[config.mk]
export PLATFORM = sky130hd
export DESIGN_NAME = serial_add_dispatcher
export DESIGN_NICKNAME = d
export VERILOG_FILES = /design/src/rtl/serial_add_dispatcher_pkg.sv /design/src/rtl/serial_add_dispatcher_fifo.sv /design/src/rtl/serial_add_dispatcher.sv
export SDC_FILE = /design/constraint.sdc
export NUM_CORES = 1
export LEC_CHECK = 0
export CORE_ASPECT_RATIO = 1.2
export CORE_MARGIN = 4
export CORE_UTILIZATION = 49
export DETAILED_ROUTE_END_ITERATION = 10
export GPL_ROUTABILITY_DRIVEN = 0
export PLACE_DENSITY = 0.76
export SYNTH_ARGS = -nofsm -noshare
export SYNTH_HDL_FRONTEND = slang
export SYNTH_SLANG_ARGS = --single-unit
[constraint.sdc]
create_clock -name clk -period 2.2 [get_ports clk]
set_input_delay 0.22 -clock clk [delete_from_list [all_inputs] [get_ports clk]]
set_output_delay 0.22 -clock clk [all_outputs]
set_load 0.03 [all_outputs]
[src/rtl/serial_add_dispatcher_pkg.sv]
// Shared types and defaults for the serial adder dispatcher.
// Optional watchdog in the top is enabled with DISPATCH_TIMEOUT_EN.
package serial_add_pkg;

   localparam int unsigned OPW         = 8;
   localparam int unsigned DEF_DEPTH   = 4;
   localparam int unsigned DEF_TIMEOUT = 15;

   typedef enum logic [1:0] {
      IDLE = 2'd0,
      LOAD = 2'd1,
      WAIT = 2'd2
   } disp_state_t;

   typedef struct packed {
      logic [OPW-1:0] a;
      logic [OPW-1:0] b;
   } operand_pair_t;

endpackage

[src/rtl/serial_add_dispatcher_fifo.sv]
// Operand FIFO: registered storage, combinational head read, occupancy level.
module operand_fifo #(
   parameter int unsigned DEPTH = 4,
   parameter int unsigned W     = 16
) (
   input  logic                       clk,
   input  logic                       reset_n,
   input  logic                       i_push,
   input  logic [W-1:0]               i_wdata,
   input  logic                       i_pop,
   output logic [W-1:0]               o_rdata,
   output logic                       o_full,
   output logic                       o_empty,
   output logic [$clog2(DEPTH):0]     o_level
);

   localparam int unsigned AW = $clog2(DEPTH);
   localparam int unsigned LW = AW + 1;

   logic [W-1:0]  r_mem [DEPTH];
   logic [AW-1:0] r_wr_ptr;
   logic [AW-1:0] r_rd_ptr;
   logic [LW-1:0] r_level;
   logic          w_do_push;
   logic          w_do_pop;

   assign o_full    = (r_level == LW'(DEPTH));
   assign o_empty   = (r_level == '0);
   assign o_level   = r_level;
   assign o_rdata   = r_mem[r_rd_ptr];
   assign w_do_push = i_push && !o_full;
   assign w_do_pop  = i_pop && !o_empty;

   always_ff @(posedge clk) begin
      if (w_do_push) begin
         r_mem[r_wr_ptr] <= i_wdata;
      end
   end

   // Pointers are AW bits wide, so wrap modulo DEPTH is implicit.
   always_ff @(posedge clk or negedge reset_n) begin
      if (!reset_n) begin
         r_wr_ptr <= '0;
         r_rd_ptr <= '0;
         r_level  <= '0;
      end else begin
         if (w_do_push) begin
            r_wr_ptr <= r_wr_ptr + AW'(1);
         end
         if (w_do_pop) begin
            r_rd_ptr <= r_rd_ptr + AW'(1);
         end
         case ({w_do_push, w_do_pop})
            2'b10:   r_level <= r_level + LW'(1);
            2'b01:   r_level <= r_level - LW'(1);
            default: r_level <= r_level;
         endcase
      end
   end

endmodule

[src/rtl/serial_add_dispatcher.sv]
// Feeds operand pairs from a FIFO to the 8-bit serial adder, one at a time.
// Define DISPATCH_TIMEOUT_EN to add the WAIT watchdog and timeout_err port.
module serial_add_dispatcher
   import serial_add_pkg::*;
#(
   parameter int unsigned DEPTH   = DEF_DEPTH,
   parameter int unsigned TIMEOUT = DEF_TIMEOUT
) (
   input  logic                   clk,
   input  logic                   reset_n,
   input  logic                   in_valid,
   output logic                   in_ready,
   input  logic [OPW-1:0]         in_a,
   input  logic [OPW-1:0]         in_b,
   output logic                   add_load,
   output logic [OPW-1:0]         add_a,
   output logic [OPW-1:0]         add_b,
   input  logic                   add_done,
   output logic                   op_done,
   output logic                   busy,
   output logic [$clog2(DEPTH):0] level,
`ifdef DISPATCH_TIMEOUT_EN
   output logic                   timeout_err,
`endif
   output logic [15:0]            op_count
);

   disp_state_t   r_state;
   logic          r_add_load;
   logic [OPW-1:0] r_add_a;
   logic [OPW-1:0] r_add_b;
   logic          r_op_done;
   logic          r_busy;
   logic [15:0]   r_op_count;

   logic          w_full;
   logic          w_empty;
   logic          w_pop;
   operand_pair_t w_head;
   operand_pair_t w_wdata;

`ifdef DISPATCH_TIMEOUT_EN
   localparam int unsigned TW = $clog2(TIMEOUT + 1);
   logic [TW-1:0] r_wait_cnt;
   logic          r_timeout_err;
   assign timeout_err = r_timeout_err;
`endif

   assign w_wdata.a = in_a;
   assign w_wdata.b = in_b;
   assign in_ready  = !w_full;
   assign w_pop     = (r_state == IDLE) && !w_empty;

   operand_fifo #(
      .DEPTH (DEPTH),
      .W     (2 * OPW)
   ) u_fifo (
      .clk     (clk),
      .reset_n (reset_n),
      .i_push  (in_valid),
      .i_wdata (w_wdata),
      .i_pop   (w_pop),
      .o_rdata (w_head),
      .o_full  (w_full),
      .o_empty (w_empty),
      .o_level (level)
   );

   // add_done is checked before the watchdog limit so a late done still succeeds.
   always_ff @(posedge clk or negedge reset_n) begin
      if (!reset_n) begin
         r_state       <= IDLE;
         r_add_load    <= 1'b0;
         r_add_a       <= '0;
         r_add_b       <= '0;
         r_op_done     <= 1'b0;
         r_busy        <= 1'b0;
         r_op_count    <= '0;
`ifdef DISPATCH_TIMEOUT_EN
         r_wait_cnt    <= '0;
         r_timeout_err <= 1'b0;
`endif
      end else begin
         r_add_load <= 1'b0;
         r_op_done  <= 1'b0;
         case (r_state)
            IDLE: begin
               if (!w_empty) begin
                  r_add_a    <= w_head.a;
                  r_add_b    <= w_head.b;
                  r_add_load <= 1'b1;
                  r_busy     <= 1'b1;
                  r_state    <= LOAD;
               end
            end
            LOAD: begin
`ifdef DISPATCH_TIMEOUT_EN
               r_wait_cnt <= '0;
`endif
               r_state <= WAIT;
            end
            WAIT: begin
               if (add_done) begin
                  r_op_done  <= 1'b1;
                  r_op_count <= r_op_count + 16'd1;
                  r_busy     <= 1'b0;
                  r_state    <= IDLE;
               end
`ifdef DISPATCH_TIMEOUT_EN
               else if (r_wait_cnt == TW'(TIMEOUT - 1)) begin
                  r_timeout_err <= 1'b1;
                  r_busy        <= 1'b0;
                  r_state       <= IDLE;
               end else begin
                  r_wait_cnt <= r_wait_cnt + TW'(1);
               end
`endif
            end
            default: r_state <= IDLE;
         endcase
      end
   end

   assign add_load = r_add_load;
   assign add_a    = r_add_a;
   assign add_b    = r_add_b;
   assign op_done  = r_op_done;
   assign busy     = r_busy;
   assign op_count = r_op_count;

endmodule
==> run_results.csv <==
group,metric,value,unit
outcome,status,"finished clean",
critical_path,cpMostUsedCell,"inv_1",
place,hpwl,4.85,mm
critical_path,cp.arrival,2.32,ns
power,leakagePower,2.05,nW
layout,drive_gt1_share,12.7,%
place,dpl_cell_area,4990,sq um
synthesis,syn-mean-instance-area,16.3,sq um
critical_path,path_cells,"inv_1 -> nand3_4 -> and2_1 -> inv_1 -> ha_1 -> inv_1 -> fa_1 -> xor2_1 -> nor2_1 -> xor2_1",
detailed_routing,post-route-drc-count,0,
detailed_routing,wl,7.29,mm
synthesis,yosysTopAreaCellShare,45.3,%
sta,hold_violations,0,
sta,fin_skew,0.00693,ns
clocking,path_clk_slew,0.10,ns
detailed_routing,num_vias,2275,
floorplanning,io_pins,59,
clocking,cts_tree,"yes",
clocking,cts_resized,0,
layout,design_area,5190,sq um
detailed_routing,drt-vias-per-instance,5.03,
synthesis,yosysTopAreaCell,"edfxtp_1",
layout,diodes,0,
global_routing,grt_pass1_wl,11.8,mm
clocking,clockBufferDepth,2,
detailed_routing,drt_iter0_drc,83,
critical_path,cp-start-kind,"flop",
critical_path,worstSetupEndpointType,"flop",
floorplanning,num_rows,36,
critical_path,worst-setup-path-type,"flop to flop",
layout,syn_to_final_growth,22.1,%
detailed_routing,drt-pass1-iter-count,4,
synthesis,yosysSeqAreaShare,71.2,%
sta,fin_crit,2.04,ns
floorplanning,core_area,8290,sq um
clocking,clock-root-buffer,"clkbuf_8",
sta,setup_viol,0,
sta,rsz0062_at_grt,"no",
synthesis,syn_nets,287,
synthesis,yosysWarnings,0,
critical_path,crit_required,2.48,ns
detailed_routing,ant_nets,0,
sta,fin_ws,0.158,ns
critical_path,path_buf_inv,3,
layout,nets,360,
power,vdd_ir_drop_max,561,uV
global_routing,grt.overflow.total,0,
place,place_ws,0.161,ns
layout,utilization,62.6,%
floorplanning,fp.dieW,93.0,microns
critical_path,critPathMaxStageDelay,0.42,ns
worst_hold_path,hold_path.class,"input port to asynchronous set/reset pin",
flow_run,maxCapViolations,0,
floorplanning,initial_core_util,51.2,%
clocking,clock-sinks,108,
clocking,clock_latency,0.36,ns
critical_path,slowest_stage,"dfrtp_2",
synthesis,synth_seq_cells,108,
critical_path,crit_family,"adder cells",
clocking,cts-buffers-inserted,9,
synthesis,yosys-top-cells-area,"edfxtp_1 (45%), dfrtp_1 (26%), mux4_1 (4.9%), nand2_1 (4.9%), mux4_2 (4.2%)",
place,io_buffers,58,
global_routing,antenna_found_initial,0,
sta,tightest_slew,0.377,ns
sta,slew_headroom,74.9,%
detailed_routing,post_drt_wl_per_cell,16.1,microns
clocking,cts-hold-fix-buffers,1,
floorplanning,dieArea,10200,sq um
clocking,htree_levels,3,
global_routing,grt_use_total,15.5,%
sta,hold_ws,0.355,ns
global_routing,grt_max_degree,30,
floorplanning,die_h,110,microns
synthesis,synth_area,4250,sq um
sta,post-route-period-util,92.8,%
sta,tns,0,ns
sta,maxClockFrequency,490,MHz
sta,slew_violations,0,
clocking,post_cts_buffers,0,
synthesis,synthCells,260,
synthesis,yosysUniqueCellTypes,28,
power,power-per-cell-area,1320,nW/um^2
critical_path,path_max_fanout,6,
global_routing,grt_pass1_vias,2314,
==> worst register-to-register path, stage by stage (launching register included) <==
cell	delay, ns
dfrtp_2	0.42
inv_1	0.15
nand3_4	0.11
and2_1	0.21
inv_1	0.07
ha_1	0.18
inv_1	0.06
fa_1	0.37
xor2_1	0.15
nor2_1	0.11
xor2_1	0.15
==> flip-flops by register name, indices dropped and copies added (netlist names), 2 cells and up <==
name             cells
op_count            16
u_fifo.o_level       3
u_fifo.r_mem        64
u_fifo.r_wr_ptr      2
add_b                8
add_a                8
r_state              2
u_fifo.r_rd_ptr      2
==> cell families (layout without fill, tap and decap cells) <==
logic type / after synthesis / in the layout / synth area share, %
compound gates: 1 / 1 / 0.118
xor+xnor: 21 / 21 / 4.33
fa+ha+maj: 7 / 7 / 2.24
buf+inv: 18 / 96 / 2.68
flops: 108 / 108 / 71.2
mux: 20 / 20 / 10.2
simple gates: 85 / 85 / 9.22
==> stage by stage <==
step	instances	power [mW]
final	452	6.85
after global routing	452	7.27
after CTS	452	6.96
after detailed placement	435	5.81
after global placement	435	5.72
after floorplan	260	4.88
==> cell type report <==
type / count / area [sq um]
Multi-Input combinational cell: 134 / 1120
Fill cell: 651 / 3100
Inverter: 10 / 37.5
Clock inverter: 3 / 18.8
Sequential cell: 108 / 3030
Clock buffer: 13 / 170
Tap cell: 114 / 143
Timing Repair Buffer: 70 / 668
==> where the power goes <==
part / leakage, nW / internal (mW) / switching [mW] / total, mW
clock: 0.0989 / 0.514 / 0.618 / 1.13
sequential: 1.14 / 2.73 / 0.275 / 3.01
combinational: 0.817 / 1.18 / 1.53 / 2.71
==> worst paths after layout <==
kind | cells past startpoint | end | slack (ns) | start
worst max-delay path | 10 | u_fifo.o_level[2] | 0.16 | u_fifo.o_level[1]
worst min-delay path | 3 | add_a[6] | 0.35 | reset_n
worst max register to register | 10 | u_fifo.o_level[2] | 0.16 | u_fifo.o_level[1]
worst min register to register | 1 | op_count[15] | 0.47 | op_count[15]
max in group asynchronous | 3 | u_fifo.o_level[1] | 1.48 | reset_n
min in group clk | 1 | op_count[15] | 0.47 | op_count[15]
==> metal layers <==
metal | up-vias | track usage [%] | routed length (microns)
met5 | - | 0 | 0
met4 | 0 | 7.54 | 147
met3 | 12 | 2.85 | 272
met2 | 44 | 27.1 | 3910
met1 | 1146 | 18.6 | 2960
li1 | 1073 | - | -
==> cell usage after synthesis <==
cell type and n:
and2_1 2, and3_1 5, and3b_1 1, buf_12 1, buf_2 3, buf_4 1
buf_6 3, clkinv_1 1, dfrtp_1 44, edfxtp_1 64, fa_1 1, ha_1 6
inv_1 9, mux2_2 3, mux2i_1 1, mux4_1 8, mux4_2 8, nand2_1 55
nand3_1 8, nand4_1 5, nand4b_2 1, nor2_1 5, nor3_1 1, nor3_4 1
o21ai_0 1, or3_1 1, xnor2_1 17, xor2_1 4
==> cells in the final DEF, fill, tap and decap left out, drive strengths merged <==
| master | instances |
|---|---|
| nand4b | 1 |
| fa | 1 |
| inv | 10 |
| mux2i | 1 |
| and2 | 2 |
| mux4 | 16 |
| nor2 | 5 |
| and3 | 5 |
| dfrtp | 44 |
| nand2 | 55 |
| edfxtp | 64 |
| xor2 | 4 |
| nor3 | 2 |
| ha | 6 |
| clkbuf | 13 |
| xnor2 | 17 |
| nand3 | 8 |
| o21ai | 1 |
| clkinv | 3 |
| nand4 | 5 |
| dlygate4sd3 | 1 |
| and3b | 1 |
| mux2 | 3 |
| clkdlybuf4s50 | 57 |
| buf | 12 |
| or3 | 1 |
Note: power is estimated with default switching activity, not from simulation.
